`src/rtl/cmp_stream_unit.sv`:
```
// Two-stage valid/ready compare unit: EQ/GT/LT codes plus running MAX/MIN trackers.
// Stage 1 registers the operands; stage 2 evaluates, updates trackers and holds the result.
module cmp_stream_unit #(
  parameter int DATA_WIDTH = 16,
  parameter int OUT_WIDTH  = 3
) (
  input  logic                  CLK,
  input  logic                  RST,
  input  logic [DATA_WIDTH-1:0] A,
  input  logic [DATA_WIDTH-1:0] B,
  input  logic [2:0]            ALU_FUNC,
  input  logic                  SIGNED_EN,
  input  logic                  IN_VALID,
  output logic                  IN_READY,
  input  logic                  OUT_READY,
  output logic [OUT_WIDTH-1:0]  CMP_OUT,
  output logic [DATA_WIDTH-1:0] CMP_DATA,
  output logic                  CMP_Flag,
  output logic                  CMP_ERR
);

  localparam logic [2:0] FN_NOP = 3'b000;
  localparam logic [2:0] FN_EQ  = 3'b001;
  localparam logic [2:0] FN_GT  = 3'b010;
  localparam logic [2:0] FN_LT  = 3'b011;
  localparam logic [2:0] FN_MAX = 3'b100;
  localparam logic [2:0] FN_MIN = 3'b101;
  localparam logic [2:0] FN_CLR = 3'b110;

  logic                  s1_valid_reg;
  logic [DATA_WIDTH-1:0] a_s1_reg, b_s1_reg;
  logic [2:0]            func_s1_reg;
  logic                  signed_s1_reg;

  logic                  flag_reg, err_reg;
  logic [OUT_WIDTH-1:0]  out_reg;
  logic [DATA_WIDTH-1:0] data_reg;
  logic [DATA_WIDTH-1:0] max_reg, min_reg;
  logic                  max_valid_reg, min_valid_reg;

  logic                  s1_en, s2_en;
  logic                  err_next, max_valid_next, min_valid_next;
  logic [OUT_WIDTH-1:0]  out_next;
  logic [DATA_WIDTH-1:0] data_next, max_next, min_next;

  // Flipping the MSB maps two's-complement order onto unsigned order.
  function automatic logic gt_f(input logic [DATA_WIDTH-1:0] x, input logic [DATA_WIDTH-1:0] y,
                                input logic s);
    return {x[DATA_WIDTH-1] ^ s, x[DATA_WIDTH-2:0]} > {y[DATA_WIDTH-1] ^ s, y[DATA_WIDTH-2:0]};
  endfunction

  assign s2_en    = !flag_reg || OUT_READY;
  assign s1_en    = !s1_valid_reg || s2_en;
  assign IN_READY = s1_en;

  assign CMP_Flag = flag_reg;
  assign CMP_OUT  = out_reg;
  assign CMP_DATA = data_reg;
  assign CMP_ERR  = err_reg;

  always_comb begin
    out_next       = '0;
    data_next      = '0;
    err_next       = 1'b0;
    max_next       = max_reg;
    max_valid_next = max_valid_reg;
    min_next       = min_reg;
    min_valid_next = min_valid_reg;
    case (func_s1_reg)
      FN_NOP: ;
      FN_EQ:  if (a_s1_reg == b_s1_reg) out_next = OUT_WIDTH'(1);
      FN_GT:  if (gt_f(a_s1_reg, b_s1_reg, signed_s1_reg)) out_next = OUT_WIDTH'(2);
      FN_LT:  if (gt_f(b_s1_reg, a_s1_reg, signed_s1_reg)) out_next = OUT_WIDTH'(3);
      FN_MAX: begin
        if (!max_valid_reg || gt_f(a_s1_reg, max_reg, signed_s1_reg)) begin
          max_next = a_s1_reg;
          out_next = OUT_WIDTH'(1);
        end
        max_valid_next = 1'b1;
        data_next      = max_next;
      end
      FN_MIN: begin
        if (!min_valid_reg || gt_f(min_reg, a_s1_reg, signed_s1_reg)) begin
          min_next = a_s1_reg;
          out_next = OUT_WIDTH'(1);
        end
        min_valid_next = 1'b1;
        data_next      = min_next;
      end
      FN_CLR: begin
        max_next       = '0;
        max_valid_next = 1'b0;
        min_next       = '0;
        min_valid_next = 1'b0;
      end
      default: err_next = 1'b1;
    endcase
  end

  always_ff @(posedge CLK or negedge RST) begin
    if (!RST) begin
      s1_valid_reg  <= 1'b0;
      a_s1_reg      <= '0;
      b_s1_reg      <= '0;
      func_s1_reg   <= FN_NOP;
      signed_s1_reg <= 1'b0;
    end else if (s1_en) begin
      s1_valid_reg <= IN_VALID;
      if (IN_VALID) begin
        a_s1_reg      <= A;
        b_s1_reg      <= B;
        func_s1_reg   <= ALU_FUNC;
        signed_s1_reg <= SIGNED_EN;
      end
    end
  end

  // Trackers move only when stage 2 captures a valid op, so a stall cannot repeat an update.
  always_ff @(posedge CLK or negedge RST) begin
    if (!RST) begin
      flag_reg      <= 1'b0;
      out_reg       <= '0;
      data_reg      <= '0;
      err_reg       <= 1'b0;
      max_reg       <= '0;
      max_valid_reg <= 1'b0;
      min_reg       <= '0;
      min_valid_reg <= 1'b0;
    end else if (s2_en) begin
      flag_reg <= s1_valid_reg;
      if (s1_valid_reg) begin
        out_reg       <= out_next;
        data_reg      <= data_next;
        err_reg       <= err_next;
        max_reg       <= max_next;
        max_valid_reg <= max_valid_next;
        min_reg       <= min_next;
        min_valid_reg <= min_valid_next;
      end else begin
        out_reg  <= '0;
        data_reg <= '0;
        err_reg  <= 1'b0;
      end
    end
  end

endmodule

```
`config.mk`:
```
export PLATFORM = sky130hd
export DESIGN_NAME = cmp_stream_unit
export DESIGN_NICKNAME = d
export VERILOG_FILES = /design/src/rtl/cmp_stream_unit.sv
export SDC_FILE = /design/constraint.sdc
export NUM_CORES = 1
export LEC_CHECK = 0
export ABC_CLOCK_PERIOD_IN_PS = 3640
export BUFFER_PORTS_ARGS = -buffer_cell sky130_fd_sc_hd__buf_4
export CORE_MARGIN = 1.5
export CORE_UTILIZATION = 59
export DETAILED_ROUTE_END_ITERATION = 6
export GPL_TIMING_DRIVEN = 0
export HOLD_SLACK_MARGIN = 0.02
export PLACE_DENSITY = 0.81
export REMOVE_ABC_BUFFERS = 1
export SLEW_MARGIN = 30
export SYNTH_ARGS = -nofsm -noshare
export SYNTH_HDL_FRONTEND = slang
export SYNTH_SLANG_ARGS = --single-unit
```
`constraint.sdc`:
```
create_clock -name CLK -period 3.64 [get_ports CLK]
set_input_delay 0.728 -clock CLK [delete_from_list [all_inputs] [get_ports CLK]]
set_output_delay 0.728 -clock CLK [all_outputs]
set_load 0.01 [all_outputs]
```
==> results.sh <==
export IMPL_tns_ps=0
export IMPL_slew_violations=0
export IMPL_synthArstFlopShare_pct=100
export IMPL_clkLatencyLatePin_ps=370
export IMPL_critPathRequiredTime_ps=3900
export IMPL_crit_path_cell_trace="inv_1, ha_1, nand4_1, nor4_2, and4_1, nand2_1, o211a_1, a22o_1"
export IMPL_initial_utilization_pct=60.5
export IMPL_synth_area_leader_cell="dfrtp_1"
export IMPL_gp_congestion=0.829
export IMPL_yosysMostFrequentCell="dfrtp_1"
export IMPL_die_area_sq_um=9480
export IMPL_fin_area_sq_um=5980
export IMPL_dpl_cell_count=619
export IMPL_dr_total_vias=4201
export IMPL_yosysSeqAreaShare_pct=43.3
export IMPL_finalHoldViolations=0
export IMPL_r2r_end="min_reg[13]$_DFFE_PN0P_"
export IMPL_hold_class="in2async"
export IMPL_period_share_pct=91.9
export IMPL_grt_use_total_pct=28.2
export IMPL_clock_root_buffer="clkbuf_8"
export IMPL_post_cts_buffers=0
export IMPL_worstReg2RegStart="a_s1_reg[9]$_DFFE_PN0P_"
export IMPL_status="finished, final reports clean"
export IMPL_fin_hold_ws_ps=397
export IMPL_coreArea_sq_um=8680
export IMPL_period_minus_slack_ps=3340
export IMPL_end_kind="flip-flop"
export IMPL_cts_buffers=9
export IMPL_grt_overflow=0
export IMPL_vias_per_cell=6.62
export IMPL_antenna_found_initial=0
export IMPL_slew_headroom_pct=36.9
export IMPL_crit_type="reg2reg"
export IMPL_ys_flop_type="dfrtp_1"
export IMPL_die_h_um=97.4
export IMPL_ys_top_cells_by_area="dfrtp_1 43%, ha_1 11%, mux2_2 7.9%, a22o_1 5.2%, inv_1 2.6%"
export IMPL_post_dp_cell_area_sq_um=5750
export IMPL_diodes=0
export IMPL_cpMaxStageDelayCell="and4_1"
export IMPL_fmax_mhz=299
export IMPL_fp_dieW_um=97.4
export IMPL_clock_path_buffers=2
export IMPL_synth_top_area_share_pct=43.3
export IMPL_drc_errors=0
export IMPL_startpoint="a_s1_reg[9]$_DFFE_PN0P_"
export IMPL_fillers=665
export IMPL_synth_area_sq_um=5250
export IMPL_firstDrtPassIters=5
export IMPL_grt_max_degree=92
export IMPL_path_clk_slew_ps=90
export IMPL_post_place_ws_ps=325
export IMPL_final_core_util_pct=68.9
export IMPL_finalPower_mw=3.69
export IMPL_synth_cell_type_count=58
export IMPL_rows=34
export IMPL_instances_no_fill=635
export IMPL_worstSetupStartpointType="flip-flop"
export IMPL_p_leak_nw=2.80
export IMPL_drive_above_1_share_pct=26.6
export IMPL_antenna_left=0
export IMPL_post_cts_resized=0
export IMPL_ff2ff_setup_slack_ps=300
export IMPL_htree_levels=3
export IMPL_fin_skew_ps=12.2
export IMPL_synth_warnings=0
export IMPL_grt_pass1_vias=4243
export IMPL_cp_endpoint="min_reg[13]$_DFFE_PN0P_"
export IMPL_area_delta_synth_final_pct=13.9
export IMPL_drt_wl_total_um=12900
export IMPL_vdd_drop_max_mv=0.343
export IMPL_ctsHoldBuffers=0
export IMPL_critPathMaxFanout=17
export IMPL_syn_inst=479
export IMPL_worstMarginPinSlew_ps=947
export IMPL_path_depth=8
export IMPL_r2r_cells=8
export IMPL_maxCapViolCount=0
export IMPL_critPathArrivalTime_ps=3600
export IMPL_io_pins=62
export IMPL_crit_buf_inv=1
export IMPL_synth_edff_count=0
export IMPL_grt_setup_unrepaired="false"
export IMPL_wl_per_cell_um=20.3
export IMPL_cts_tree="built"
export IMPL_critical_path_top_delay_family="simple AND/OR/NAND/NOR gates"
export IMPL_cpPeakStageDelay_ps=810
export IMPL_ys_top_cells_by_count="91 x dfrtp_1, 46 x ha_1, 37 x inv_1, 37 x mux2_2, 31 x a22o_1"
export IMPL_layout_setup_ws_ps=296
export IMPL_grt_pass1_wl_um=21200
export IMPL_power_density_nw_per_um2=616
export IMPL_drt_iter0_markers=310
export IMPL_ys_ff_latch=91
export IMPL_dp_hpwl_um=8610
export IMPL_fin_nets=608
export IMPL_synth_area_per_cell_sq_um=11.0
export IMPL_cts_sinks=91
export IMPL_setup_violations_final=0
export IMPL_io_buffers=60
==> logic make-up after synthesis <==
group	synth area share, %
flip-flops	43.3
AND/OR/NAND/NOR	10.3
buffers and inverters	5.52
adder cells (fa/ha/maj)	11.0
other	0.0714
multiplexers	8.31
AO/OA/AOI/OAI	20.8
XOR/XNOR	0.667
==> cell usage in the layout, fill, tap and decap left out, types with 3 or more instances in the layout <==
cell	n
nor3b_1	3
o211ai_1	15
ha_1	46
o2111ai_1	6
nand3_1	22
a32o_1	3
nand2_1	25
buf_4	59
a32oi_1	14
a21oi_1	22
nor2_1	4
clkbuf_8	10
or2_2	4
inv_1	37
a22o_1	31
a21o_1	3
o21ai_0	13
nand2b_1	3
nor3_1	3
nand4_1	9
dfrtp_1	91
xor2_1	3
o211a_1	3
mux2_2	37
nor2b_1	3
o2111ai_2	9
==> final cells by class <==
cell class	instances	area, sq um	share of cell area [%]
tap	108	135	2.26
sequential	91	2280	38.1
clock buffer	11	141	2.36
timing repair buffer	62	493	8.24
clock inverter	5	85.1	1.42
inverter	37	139	2.32
multi-input combinational	321	2710	45.3
==> worst min path at each step <==
stage,startpoint,to,slack (ps)
2_1_floorplan,RST,CMP_DATA[0]$_DFFE_PN0P_,430
3_3_place_gp,CMP_ERR$_DFFE_PN0P_,CMP_ERR$_DFFE_PN0P_,480
3_5_place_dp,CMP_DATA[3]$_DFFE_PN0P_,CMP_DATA[3]$_DFFE_PN0P_,490
4_1_cts,RST,b_s1_reg[3]$_DFFE_PN0P_,460
5_1_grt,RST,CMP_DATA[4]$_DFFE_PN0P_,500
6_report,RST,CMP_DATA[4]$_DFFE_PN0P_,400
==> worst register-to-register path, stage by stage, from the launching register on <==
cell     delay [ps]
dfrtp_1         520
inv_1           140
ha_1            320
nand4_1         160
nor4_2          340
and4_1          810
nand2_1         150
o211a_1         440
a22o_1          360
==> layer usage <==
metal / vias to the layer above / track usage (%) / share of wire, % / wire length (um)
met5: - / 0 / 0 / 0
met4: 0 / 11.3 / 2.9 / 378
met3: 41 / 6.62 / 7.6 / 976
met2: 187 / 45.4 / 49 / 6370
met1: 2082 / 36.8 / 40 / 5170
li1: 1891 / - / - / -
==> where the power goes <==
| group | leakage (nW) | internal [mW] | switching (mW) | total (mW) |
|---|---|---|---|---|
| Sequential | 1.15 | 1.27 | 0.281 | 1.55 |
| Combinational | 1.54 | 0.609 | 0.750 | 1.36 |
| Clock | 0.110 | 0.410 | 0.372 | 0.782 |
Note: power is estimated with default switching activity, not from simulation.
